<file path="src/rtl/sprite_compositor_if.sv">
// rtl/sprite_compositor_if.sv - pixel, fade-control and VGA signal bundle for sprite_compositor
interface sprite_compositor_if #(
    parameter int NUM_LAYERS = 4,
    parameter int COLOR_W    = 4,
    parameter int OUT_W      = 8,
    parameter int LW         = (NUM_LAYERS > 1) ? $clog2(NUM_LAYERS) : 1
);
    logic [NUM_LAYERS*3*COLOR_W-1:0] layer_rgb;
    logic [NUM_LAYERS-1:0]           layer_en;
    logic [3*COLOR_W-1:0]            bg_rgb;
    logic                            blank_n;
    logic                            frame_start;
    logic                            fade_out_req;
    logic                            fade_in_req;
    logic [OUT_W-1:0]                VGA_R;
    logic [OUT_W-1:0]                VGA_G;
    logic [OUT_W-1:0]                VGA_B;
    logic [LW-1:0]                   top_layer;
    logic                            top_valid;
    logic                            fade_busy;
    logic [COLOR_W:0]                brightness;

    modport master (
        output layer_rgb, layer_en, bg_rgb, blank_n, frame_start, fade_out_req, fade_in_req,
        input  VGA_R, VGA_G, VGA_B, top_layer, top_valid, fade_busy, brightness
    );

    modport slave (
        input  layer_rgb, layer_en, bg_rgb, blank_n, frame_start, fade_out_req, fade_in_req,
        output VGA_R, VGA_G, VGA_B, top_layer, top_valid, fade_busy, brightness
    );
endinterface

</file>
<file path="src/rtl/sprite_compositor.sv">
// rtl/sprite_compositor.sv - priority sprite compositor with black-key transparency and frame-synchronous fade
module sprite_compositor #(
    parameter int NUM_LAYERS = 4,
    parameter int COLOR_W    = 4,
    parameter int OUT_W      = 8,
    parameter int FADE_DIV   = 2
) (
    input  logic               Clk,
    input  logic               Reset_n,
    sprite_compositor_if.slave bus
);
    localparam int LW   = (NUM_LAYERS > 1) ? $clog2(NUM_LAYERS) : 1;
    localparam int BW   = COLOR_W + 1;
    localparam int PW   = 2*COLOR_W + 1;
    localparam int DW   = (FADE_DIV > 1) ? $clog2(FADE_DIV) : 1;
    localparam int PXW  = 3*COLOR_W;
    localparam logic [BW-1:0] BMAX = BW'(1 << COLOR_W);

    typedef enum logic [1:0] {IDLE, FADE_OUT, BLACK, FADE_IN} fade_state_t;

    fade_state_t state_q, state_d;
    logic [BW-1:0] b_q, b_d;
    logic [DW-1:0] div_q, div_d;
    logic          busy_q;

    logic [NUM_LAYERS*PXW-1:0] s1_rgb;
    logic [PXW-1:0]            s1_bg;
    logic                      s1_blank_n;
    logic [NUM_LAYERS-1:0]     s1_opaque;
    logic [NUM_LAYERS-1:0]     opaque;

    logic          win;
    logic [LW-1:0] win_idx;
    logic [PXW-1:0] win_rgb;

    // Black (all-zero) is the transparency key.
    always_comb begin
        for (int i = 0; i < NUM_LAYERS; i++) begin
            opaque[i] = bus.layer_en[i] && (|bus.layer_rgb[i*PXW +: PXW]);
        end
    end

    always_ff @(posedge Clk or negedge Reset_n) begin
        if (!Reset_n) begin
            s1_rgb     <= '0;
            s1_bg      <= '0;
            s1_blank_n <= 1'b0;
            s1_opaque  <= '0;
        end else begin
            s1_rgb     <= bus.layer_rgb;
            s1_bg      <= bus.bg_rgb;
            s1_blank_n <= bus.blank_n;
            s1_opaque  <= opaque;
        end
    end

    // Scan from the lowest priority upward so the lowest opaque index is the last assignment.
    always_comb begin
        win     = 1'b0;
        win_idx = '0;
        win_rgb = s1_bg;
        for (int i = NUM_LAYERS-1; i >= 0; i--) begin
            if (s1_opaque[i]) begin
                win     = 1'b1;
                win_idx = LW'(i);
                win_rgb = s1_rgb[i*PXW +: PXW];
            end
        end
    end

    function automatic logic [OUT_W-1:0] scale(input logic [COLOR_W-1:0] c, input logic [BW-1:0] b);
        logic [PW-1:0] p;
        p = PW'(c) * PW'(b);
        return OUT_W'(p[COLOR_W +: COLOR_W]) << (OUT_W - COLOR_W);
    endfunction

    always_ff @(posedge Clk or negedge Reset_n) begin
        if (!Reset_n) begin
            bus.VGA_R     <= '0;
            bus.VGA_G     <= '0;
            bus.VGA_B     <= '0;
            bus.top_layer <= '0;
            bus.top_valid <= 1'b0;
        end else if (!s1_blank_n) begin
            bus.VGA_R     <= '0;
            bus.VGA_G     <= '0;
            bus.VGA_B     <= '0;
            bus.top_layer <= '0;
            bus.top_valid <= 1'b0;
        end else begin
            bus.VGA_R     <= scale(win_rgb[2*COLOR_W +: COLOR_W], b_q);
            bus.VGA_G     <= scale(win_rgb[COLOR_W +: COLOR_W], b_q);
            bus.VGA_B     <= scale(win_rgb[0 +: COLOR_W], b_q);
            bus.top_layer <= win_idx;
            bus.top_valid <= win;
        end
    end

    // A state-changing request consumes its cycle: divider cleared, no brightness step.
    always_comb begin
        state_d = state_q;
        b_d     = b_q;
        div_d   = div_q;
        case (state_q)
            IDLE: begin
                if (bus.fade_out_req) begin
                    state_d = FADE_OUT;
                    div_d   = '0;
                end
            end
            FADE_OUT: begin
                if (bus.fade_in_req && !bus.fade_out_req) begin
                    state_d = FADE_IN;
                    div_d   = '0;
                end else if (b_q == '0) begin
                    state_d = BLACK;
                end else if (bus.frame_start) begin
                    if (div_q == DW'(FADE_DIV-1)) begin
                        div_d = '0;
                        b_d   = b_q - 1'b1;
                        if (b_q == BW'(1)) state_d = BLACK;
                    end else begin
                        div_d = div_q + 1'b1;
                    end
                end
            end
            BLACK: begin
                if (bus.fade_in_req && !bus.fade_out_req) begin
                    state_d = FADE_IN;
                    div_d   = '0;
                end
            end
            FADE_IN: begin
                if (bus.fade_out_req) begin
                    state_d = FADE_OUT;
                    div_d   = '0;
                end else if (b_q == BMAX) begin
                    state_d = IDLE;
                end else if (bus.frame_start) begin
                    if (div_q == DW'(FADE_DIV-1)) begin
                        div_d = '0;
                        b_d   = b_q + 1'b1;
                        if (b_q == BMAX - 1'b1) state_d = IDLE;
                    end else begin
                        div_d = div_q + 1'b1;
                    end
                end
            end
            default: state_d = IDLE;
        endcase
    end

    always_ff @(posedge Clk or negedge Reset_n) begin
        if (!Reset_n) begin
            state_q <= IDLE;
            b_q     <= BMAX;
            div_q   <= '0;
            busy_q  <= 1'b0;
        end else begin
            state_q <= state_d;
            b_q     <= b_d;
            div_q   <= div_d;
            busy_q  <= (state_d == FADE_OUT) || (state_d == FADE_IN);
        end
    end

    assign bus.fade_busy  = busy_q;
    assign bus.brightness = b_q;
endmodule
</file>
<file path="src/flat_wrapper.sv">
// flat-port wrapper written by rule: the top's interface ports become plain ports
module sprite_compositor_flat 
#(
    parameter int NUM_LAYERS = 4,
    parameter int COLOR_W    = 4,
    parameter int OUT_W      = 8,
    parameter int FADE_DIV   = 2
)
  (Clk, Reset_n, bus_layer_rgb, bus_layer_en, bus_bg_rgb, bus_blank_n, bus_frame_start, bus_fade_out_req, bus_fade_in_req, bus_VGA_R, bus_VGA_G, bus_VGA_B, bus_top_layer, bus_top_valid, bus_fade_busy, bus_brightness);
  sprite_compositor_if #(.NUM_LAYERS(NUM_LAYERS), .COLOR_W(COLOR_W), .OUT_W(OUT_W)) bus_i ();
  input  logic Clk;
  input  logic Reset_n;
  input wire logic [$bits(bus_i.layer_rgb)-1:0] bus_layer_rgb;
  input wire logic [$bits(bus_i.layer_en)-1:0] bus_layer_en;
  input wire logic [$bits(bus_i.bg_rgb)-1:0] bus_bg_rgb;
  input wire logic [$bits(bus_i.blank_n)-1:0] bus_blank_n;
  input wire logic [$bits(bus_i.frame_start)-1:0] bus_frame_start;
  input wire logic [$bits(bus_i.fade_out_req)-1:0] bus_fade_out_req;
  input wire logic [$bits(bus_i.fade_in_req)-1:0] bus_fade_in_req;
  output wire logic [$bits(bus_i.VGA_R)-1:0] bus_VGA_R;
  output wire logic [$bits(bus_i.VGA_G)-1:0] bus_VGA_G;
  output wire logic [$bits(bus_i.VGA_B)-1:0] bus_VGA_B;
  output wire logic [$bits(bus_i.top_layer)-1:0] bus_top_layer;
  output wire logic [$bits(bus_i.top_valid)-1:0] bus_top_valid;
  output wire logic [$bits(bus_i.fade_busy)-1:0] bus_fade_busy;
  output wire logic [$bits(bus_i.brightness)-1:0] bus_brightness;
  assign bus_i.layer_rgb = bus_layer_rgb;
  assign bus_i.layer_en = bus_layer_en;
  assign bus_i.bg_rgb = bus_bg_rgb;
  assign bus_i.blank_n = bus_blank_n;
  assign bus_i.frame_start = bus_frame_start;
  assign bus_i.fade_out_req = bus_fade_out_req;
  assign bus_i.fade_in_req = bus_fade_in_req;
  assign bus_VGA_R = bus_i.VGA_R;
  assign bus_VGA_G = bus_i.VGA_G;
  assign bus_VGA_B = bus_i.VGA_B;
  assign bus_top_layer = bus_i.top_layer;
  assign bus_top_valid = bus_i.top_valid;
  assign bus_fade_busy = bus_i.fade_busy;
  assign bus_brightness = bus_i.brightness;
  sprite_compositor #(.NUM_LAYERS(NUM_LAYERS), .COLOR_W(COLOR_W), .OUT_W(OUT_W), .FADE_DIV(FADE_DIV)) u_core (.Clk(Clk), .Reset_n(Reset_n), .bus(bus_i));
endmodule
</file>
<file path="config.mk">
export PLATFORM = sky130hd
export DESIGN_NAME = sprite_compositor_flat
export DESIGN_NICKNAME = d
export VERILOG_FILES = /design/src/rtl/sprite_compositor_if.sv /design/src/rtl/sprite_compositor.sv /design/src/flat_wrapper.sv
export SDC_FILE = /design/constraint.sdc
export NUM_CORES = 1
export LEC_CHECK = 0
export ABC_AREA = 1
export BUFFER_PORTS_ARGS = -buffer_cell sky130_fd_sc_hd__buf_2
export CAP_MARGIN = 15
export CORE_UTILIZATION = 48
export DETAILED_ROUTE_END_ITERATION = 8
export PLACE_DENSITY = 0.74
export SKIP_LAST_GASP = 1
export SLEW_MARGIN = 40
export SYNTH_ARGS = -nofsm -noshare
export SYNTH_HDL_FRONTEND = slang
export SYNTH_SLANG_ARGS = --single-unit
</file>
<file path="constraint.sdc">
create_clock -name Clk -period 3 [get_ports Clk]
set_input_delay 0.15 -clock Clk [delete_from_list [all_inputs] [get_ports Clk]]
set_output_delay 0.15 -clock Clk [all_outputs]
set_load 0.05 [all_outputs]
</file>
==> results.toml, run 1 <==
[power]
ir_drop_uv = 394
pwr_density_cell_nw_per_um2 = 928
p_leak_nw = 3.66

[run_status]
status = "finished, violations left"
violations = "negative setup slack"

[yosys]
synth_cell_types = 40
yosysSeqAreaShare = 0.444
synth_commonest_cells = "nand2_1, dfrtp_1, inv_1"
yosys.cell_count.top_type = "nand2_1"
synth_top_cell_by_area = "dfrtp_1"
yosys_warnings = 0
avgSynthCellArea_um2 = 9.03
synth_cells = 549
synthFlopType = "dfrtp_1"
async_reset_ff_frac = 1.00
synth_edf_count = 0
synth_top_area_share = 0.439
ys_seq_elements = 88
synth_top_cells_by_area = "dfrtp_1, nand2_1, ha_1"
syn_area_um2 = 4960

[clock_network]
cts_tree = "built"
path_clk_slew_ns = 0.09
cts.sinks = 88
cts_buffer_depth = 2
cts_buffers = 9
htreeDepth = 3
cts_root_buf = "clkbuf_8"
worstSkewPairLatency_ns = 0.37

[run]
cap_violations = 0

[route]
viasPerCell = 5.28
wl_per_cell_um = 16.6
drt-total-wl_um = 15100
drc_errors = 0
drtIter0Drc = 293
num_vias = 4824
dr.pass1.iters = 4
ant_nets = 0

[timing]
tightest_slew_ns = 0.677
finalCriticalPeriod_ns = 3.32
hold_ws_ns = 0.0595
rsz0062_at_grt = "true"
setup_slack_ns = -0.319
slew_violations = 0
fin_crit_sh = 1.11
fin_skew_ns = 0.0161
fmax_mhz = 301
relSlewSlack = 0.549
finalSetupViolCount = 12
hold_viol_final = 0

[final_layout]
n_antenna_cell = 0
nNetsFinal = 892
fillers = 692
instances_no_fill = 913
layout-drive-gt1-share = 0.383
area_growth_pct = 46.6

[global_route]
grt_pass1_vias = 5147
grtUsageTotal = 0.289
antenna_found_initial = 0
grt_max_degree = 76
grt_pass1_wl_um = 24300
grt-ovfl-total = 0

[setup_path]
cp-start-kind = "register"
crit_arrival_ns = 3.63
worst-path-max-fanout = 6
critPathCaptureType = "register"
worstSetupPathType = "reg -> reg"
worstPathRequired_ns = 3.31

[floorplan]
coreArea_um2 = 9910
die_h_um = 104
io_pins = 103
dieArea_um2 = 10700
num_rows = 36
chipWidth_um = 104
initial_core_util = 0.500

[placement]
port_buffers = 90
dp.cells = 813
dp_hpwl_um = 9670
gp_congestion = 0.883
post-place-ws_ns = -0.401

[hold_path]
hold_class = "in -> reg"
-- cell families (layout without fill, tap and decap cells) --
group | count (synthesis) | after routing | share of synthesized area
other cells | 1 | 12 | 0.000756
compound gates | 75 | 75 | 0.0913
flops | 88 | 88 | 0.444
buf+inv | 100 | 319 | 0.0934
fa+ha+maj | 46 | 46 | 0.139
simple gates | 232 | 233 | 0.219
xor+xnor | 7 | 7 | 0.0124
-- path summary, 6_finish.rpt --
path,from,to,slack [ns],depth (start not counted)
worst max-delay path,u_core.s1_opaque[2],u_core.bus.VGA_B[6],-0.32,19
worst min-delay path,bus_fade_out_req,u_core.bus.fade_busy,0.06,2
worst max register to register,u_core.s1_opaque[2],u_core.bus.VGA_B[6],-0.32,19
worst min register to register,u_core.div_q,u_core.div_q,0.53,2
max in group asynchronous,Reset_n,u_core.s1_opaque[0],1.94,3
min in group asynchronous,Reset_n,u_core.bus.brightness[1],0.35,2
-- metrics by stage --
step	total power [mW]	instance area [µm²]	setup TNS [ns]	util
4_1_cts	6.47	7100	-1.98	0.717
3_5_place_dp	5.38	5970	-2.90	0.602
3_3_place_gp	5.23	5960	-2.41	0.602
6_report	6.75	7270	-3.05	0.734
2_1_floorplan	4.15	5130	-0.246	-
5_1_grt	7.28	7270	-5.00	0.734
-- critical path, cell delays in order, from the launching register on --
cell and delay (ns):
dfrtp_2 0.50, nor2_4 0.25, buf_6 0.13, nand2_2 0.04
nand4_1 0.11, nand2_2 0.12, inv_2 0.09, nand2_2 0.06
fa_2 0.53, inv_2 0.04, fa_2 0.48, ha_4 0.29
nand2_2 0.05, a21oi_2 0.12, nand2_2 0.10, nand2_4 0.08
nand2_2 0.07, nand3_2 0.05, nand2_1 0.05, nor2_1 0.11
-- what timing repair did --
item	in CTS	in global routing
pin swaps	14	47
setup endpoints to repair	12	12
resized for setup	51	38
gates cloned	2	0
hold buffers	66	0
buffers inserted	12	8
hold endpoints to repair	138	0
-- power by group --
group | leakage, nW | internal (mW) | switching [mW] | total [mW]
Sequential | 1.04 | 1.37 | 0.125 | 1.49
Combinational | 2.53 | 1.83 | 2.55 | 4.38
Clock | 0.0954 | 0.410 | 0.468 | 0.878
-- flip-flops by register name, indices dropped and copies added, names as in the netlist --
name                   count
u_core.s1_rgb             48
u_core.s1_bg              12
u_core.bus.brightness      5
u_core.bus.VGA_B           4
u_core.bus.VGA_G           4
u_core.bus.VGA_R           4
u_core.s1_opaque           4
u_core.bus.top_layer       2
u_core.bus.fade_busy       1
u_core.bus.top_valid       1
u_core.div_q               1
u_core.s1_blank_n          1
u_core.state_q             1
-- routing by layer --
layer,vias to the layer above,GRT usage,wire [µm]
li1,2218,-,-
met1,2330,0.333,5920
met2,226,0.513,7630
met3,50,0.0466,903
met4,0,0.153,686
met5,-,0,0
-- placed cells by master (no fill, tap or decap), types with 12 or more instances in the layout --
cell type      synthesis  layout
a21oi_1               35      24
nand2_1              105      77
ha_1                  31      24
inv_1                 70      60
nor4_1                16      16
dlygate4sd3_1          0      66
nand2_2               10      32
nor2_1                50      48
fa_1                  15      12
a21oi_2                8      18
buf_2                  4      90
conb_1                 1      12
dfrtp_1               87      80
inv_2                  4      12
buf_4                 13      62
nand3_1               20      13
-- area by class of cell --
cell class	count	area [µm²]	share of cell area
multi-input cells	373	2700	0.371
inverters	75	292	0.0401
clock buffers	10	138	0.0189
flip-flops and latches	88	2210	0.304
well taps	133	166	0.0229
clock inverters	5	62.6	0.00861
repair buffers	229	1700	0.234
No activity file was read; power rests on OpenSTA's default activity.
==> inputs of run 2 (changes only) <==
--- a/config.mk
+++ b/config.mk
@@ -8,9 +8,9 @@
 export ABC_AREA = 1
 export BUFFER_PORTS_ARGS = -buffer_cell sky130_fd_sc_hd__buf_2
 export CAP_MARGIN = 15
-export CORE_UTILIZATION = 48
+export CORE_UTILIZATION = 45
 export DETAILED_ROUTE_END_ITERATION = 8
-export PLACE_DENSITY = 0.74
+export PLACE_DENSITY = 0.7
 export SKIP_LAST_GASP = 1
 export SLEW_MARGIN = 40
 export SYNTH_ARGS = -nofsm -noshare
==> results.toml, run 2 (synthesis results as in run 1) <==
[placement]
port_buffers = 90
dpl_cell_area_um2 = 5990
dp_hpwl_um = 9450
dp.cells = 819
gp_congestion = 0.906

[route]
drtIter0Drc = 249
num_vias = 4784
ant_nets = 0
viasPerCell = 5.20
drt-total-wl_um = 15100
dr.pass1.iters = 5
wl_per_cell_um = 16.4
drc_errors = 0

[final_layout]
top_register = "u_core.s1_rgb"
fillers = 781
layout_commonest_cell = "buf_2"
multi_input_area_um2 = 2680
regArea_um2 = 2210
mostFrequentLayoutCells = "buf_2, nand2_1, dfrtp_1"
instances_no_fill = 920
largest_register_ffs = 48
area_growth_pct = 47.2
layout-drive-gt1-share = 0.392
nNetsFinal = 895
final_area_um2 = 7300
n_antenna_cell = 0

[clock_network]
cts_buffer_depth = 2
cts_buffers = 9
htreeDepth = 3
cts.sinks = 88
path_clk_slew_ns = 0.11
cts_root_buf = "clkbuf_8"
cts_tree = "built"
worstSkewPairLatency_ns = 0.37

[timing]
hold_viol_final = 0
relSlewSlack = 0.626
fmax_mhz = 306
finalCriticalPeriod_ns = 3.27
fin_crit_sh = 1.09
setup_slack_ns = -0.272
fin_skew_ns = 0.0123
tightest_slew_ns = 0.556
hold_ws_ns = 0.0756
slew_violations = 0
rsz0062_at_grt = "true"
finalSetupViolCount = 12

[run]
cap_violations = 0

[setup_path]
critical_path.cell_chain = "nor2_4 -> buf_6 -> nand2_1 -> nand4_1 -> nand2_2 -> inv_2 -> nand2_2 -> fa_1 -> inv_2 -> fa_2 -> ha_4 -> nand2_1 -> nor3_2 -> nand4_1 -> nand3_1 -> nand2_1 -> nor2_1"
crit_arrival_ns = 3.59
critPathMaxStageDelay_ns = 0.52
critPathCaptureType = "register"
reg2reg_from = "u_core.s1_opaque[2]"
crit_path_frequent_cell = "nand2_1"
crit_family = "adder cells"
worst-path-max-fanout = 6
cp_slowest_cell = "fa_1"
worstSetupPathType = "reg -> reg"
path_buf_inv = 3
crit_start = "u_core.s1_opaque[2]"
cp-start-kind = "register"
worstPathRequired_ns = 3.31

[floorplan]
initial_core_util = 0.472
dieArea_um2 = 11400
chipWidth_um = 107
coreArea_um2 = 10500
num_rows = 37
io_pins = 103
die_h_um = 107

[global_route]
antenna_found_initial = 0
grt_max_degree = 85
grt_pass1_vias = 5015
grt_pass1_wl_um = 24000
grtUsageTotal = 0.275
grt-ovfl-total = 0

[power]
ir_drop_uv = 475
p_leak_nw = 3.67
pwr_density_cell_nw_per_um2 = 922

[hold_path]
min-delay-start = "bus_fade_out_req"
hold_class = "in -> reg"

[run_status]
violations = "negative setup slack"
status = "finished, violations left"
## run 2: changes by cell type in the layout (fill, tap and decap cells not counted), moves of 3 or more
cell     previous run  this run
nor2_1             48        45
buf_6              11         8
buf_4              62        68
inv_2              12        20
nor2_2              0         4
inv_1              60        52
nand2_1            77        81
## run 2: worst register-to-register path: stages (launching register included)
cell	delay, ns
dfrtp_2	0.47
nor2_4	0.23
buf_6	0.14
nand2_1	0.05
nand4_1	0.11
nand2_2	0.12
inv_2	0.09
nand2_2	0.05
fa_1	0.52
inv_2	0.05
fa_2	0.49
ha_4	0.28
nand2_1	0.07
nor3_2	0.13
nand4_1	0.16
nand3_1	0.11
nand2_1	0.05
nor2_1	0.10
## run 2: timing repair
| item | 4_1_cts | 5_1_grt |
|---|---|---|
| gates resized for setup | 55 | 33 |
| hold endpoints to repair | 147 | 0 |
| pin swaps | 22 | 36 |
| setup buffers | 12 | 6 |
| hold buffers | 66 | 0 |
| setup endpoints to repair | 12 | 12 |
## run 2: layout make-up
type | instances | area share
multi-input cells | 372 | 0.367
inverters | 75 | 0.0396
clock buffers | 9 | 0.0170
clock inverters | 7 | 0.00994
repair buffers | 233 | 0.240
well taps | 136 | 0.0233
flip-flops and latches | 88 | 0.303
## run 2: final timing paths
| check | cells past startpoint | slack, ns | endpoint |
|---|---|---|---|
| max | 17 | -0.27 | u_core.bus.VGA_G[7] |
| min | 2 | 0.08 | u_core.bus.fade_busy |
| max reg2reg | 17 | -0.27 | u_core.bus.VGA_G[7] |
| min reg2reg | 2 | 0.51 | u_core.div_q |
| max in group asynchronous | 3 | 2.19 | u_core.s1_opaque[1] |
| min in group asynchronous | 2 | 0.23 | u_core.div_q |
## run 2: power breakdown
part | internal (mW) | switching (mW)
logic | 1.84 | 2.54
registers | 1.37 | 0.133
clock network | 0.328 | 0.519
## run 2: through the flow
step / setup TNS [ns] / total power [mW] / setup slack [ns] / utilization
after floorplan: -0.246 / 4.15 / -0.0626 / -
after detailed placement: -2.47 / 5.35 / -0.342 / 0.570
after CTS: -1.76 / 6.49 / -0.185 / 0.676
final: -2.53 / 6.73 / -0.272 / 0.695
after global routing: -4.46 / 7.27 / -0.448 / 0.695
after global placement: -1.85 / 5.21 / -0.280 / 0.570
## run 2: routing by layer
layer | vias to the layer above | part of all wire | wire length, µm | track usage
li1 | 2219 | - | - | -
met1 | 2325 | 0.41 | 6130 | 0.327
met2 | 196 | 0.51 | 7700 | 0.492
met3 | 44 | 0.050 | 753 | 0.0498
met4 | 0 | 0.033 | 490 | 0.107
met5 | - | 0 | 0 | 0
==> inputs of run 3 (changes only) <==
--- a/config.mk
+++ b/config.mk
@@ -16,3 +16,4 @@
 export SYNTH_ARGS = -nofsm -noshare
 export SYNTH_HDL_FRONTEND = slang
 export SYNTH_SLANG_ARGS = --single-unit
+export TNS_END_PERCENT = 30
==> results.toml, run 3 (synthesis results as in run 1) <==
[timing]
fin_skew_ns = 0.0159
tightest_slew_ns = 0.554
hold_viol_final = 0
fin_crit_sh = 1.09
setup_slack_ns = -0.266
finalCriticalPeriod_ns = 3.27
finalSetupViolCount = 12
rsz0062_at_grt = "true"
relSlewSlack = 0.627
slew_violations = 0
setup_tns_ns = -2.14
hold_ws_ns = 0.0666
fmax_mhz = 306

[run_status]
violations = "negative setup slack"
status = "finished, violations left"

[power]
swShare = 0.468
total_power_mw = 6.46
p_leak_nw = 3.62
combPwrFrac = 0.647
pwr_density_cell_nw_per_um2 = 909
ir_drop_uv = 439
pwr-share-clk = 0.122
power_switching_mw = 3.02
p_int_mw = 3.44
pwr-share-seq = 0.231

[placement]
dpl_cell_area_um2 = 5960
gp_congestion = 0.906
dp.cells = 816
post-place-ws_ns = -0.398
dp_hpwl_um = 9450
port_buffers = 90

[global_route]
grt_pass1_vias = 4893
grt_max_degree = 38
grt-ovfl-total = 0
grt_pass1_wl_um = 23300
antenna_found_initial = 1
grtUsageTotal = 0.269

[setup_path]
crit_arrival_ns = 3.54
cp_slowest_cell = "dfrtp_2"
cp-start-kind = "register"
reg2reg_depth = 17
critical_path.cell_chain = "buf_6 -> a21oi_2 -> nand3_4 -> nand2_4 -> nand2_4 -> nand2_2 -> fa_1 -> inv_2 -> fa_2 -> ha_4 -> nand3_2 -> a21oi_2 -> nand2_2 -> nand2_4 -> nand2_2 -> a21oi_2 -> nor2_1"
worstPathRequired_ns = 3.27
worst-path-max-fanout = 6
worstSetupPathType = "reg -> reg"
critPathCaptureType = "register"
critPathMaxStageDelay_ns = 0.50

[hold_path]
min_path_cells = 2
hold_class = "in -> reg"

[route]
dr.pass1.iters = 4
wl_per_cell_um = 16.1
ant_nets = 0
viasPerCell = 5.17
num_vias = 4717
drc_errors = 0
drt-total-wl_um = 14700
drtIter0Drc = 241

[clock_network]
path_clk_slew_ns = 0.09
cts_tree = "built"
cts_buffer_depth = 2
cts.sinks = 88
htreeDepth = 3
cts_root_buf = "clkbuf_8"
worstSkewPairLatency_ns = 0.38
cts_buffers = 9

[final_layout]
layout-drive-gt1-share = 0.348
fillers = 799
mostFrequentLayoutCells = "nand2_1, buf_2, dfrtp_1"
instances_no_fill = 912
layout_commonest_cell = "nand2_1"
largest_register_ffs = 48
final_area_um2 = 7110
nNetsFinal = 886
area_growth_pct = 43.4
final_util = 0.677
top_register = "u_core.s1_rgb"

[run]
cap_violations = 0

[floorplan]
chipWidth_um = 107
die_h_um = 107
coreArea_um2 = 10500
io_pins = 103
dieArea_um2 = 11400
initial_core_util = 0.472
num_rows = 37
## run 3: cell count changes in the layout (fill, tap and decap cells not counted), sizes merged
cell and delta:
nor2 +1, diode +1, buf -10, inv -1, clkbuf +1, clkinv +1, clkinvlp -1
## run 3: power groups by stage
stage,Combinational [mW],Clock [mW],Sequential (mW)
after floorplan,2.30,0,1.84
after global routing,4.64,0.857,1.51
after CTS,4.08,0.797,1.49
after detailed placement,3.78,0,1.51
final,4.18,0.789,1.49
after global placement,3.66,0,1.50
## run 3: routing by layer
layer | global-route usage | vias up | share of wire
li1 | - | 2202 | -
met2 | 0.481 | 173 | 0.52
met4 | 0.127 | 0 | 0.031
met1 | 0.315 | 2310 | 0.40
met3 | 0.0426 | 32 | 0.049
met5 | 0 | - | 0
## run 3: critical path: cells and delay by family (launching register included)
family / cells / cell delay, ns
AOI/OAI and AO/OA: 3 / 0.52
DFF: 1 / 0.50
buffers and inverters: 2 / 0.24
and+or+nand+nor: 9 / 0.75
adders and majority gates: 3 / 1.14
## run 3: cell type report
cell class,count,area (µm²),area share
inverter,75,289,0.0406
sequential,88,2210,0.311
timing repair buffer,223,1640,0.230
clock inverter,6,41.3,0.00581
multi-input combinational,373,2620,0.369
antenna,1,2.50,0.000352
tap,136,170,0.0239
clock buffer,10,138,0.0194
## run 3: path summary, 6_finish.rpt
kind / slack, ns / start / to
setup / recovery: -0.27 / u_core.s1_opaque[2] / u_core.bus.VGA_R[6]
hold / removal: 0.07 / bus_fade_out_req / u_core.bus.fade_busy
setup reg to reg: -0.27 / u_core.s1_opaque[2] / u_core.bus.VGA_R[6]
hold reg to reg: 0.52 / u_core.div_q / u_core.div_q
max in group asynchronous: 1.95 / Reset_n / u_core.s1_opaque[1]
min in group asynchronous: 0.27 / Reset_n / u_core.bus.brightness[2]
## run 3: repair_timing
action,in CTS,in global routing
pin swaps,26,18
buffers inserted,6,5
hold buffers,66,0
cloned,2,0
resized for setup,38,21
setup endpoints to repair,12,12
endpoints found under the hold margin,99,0
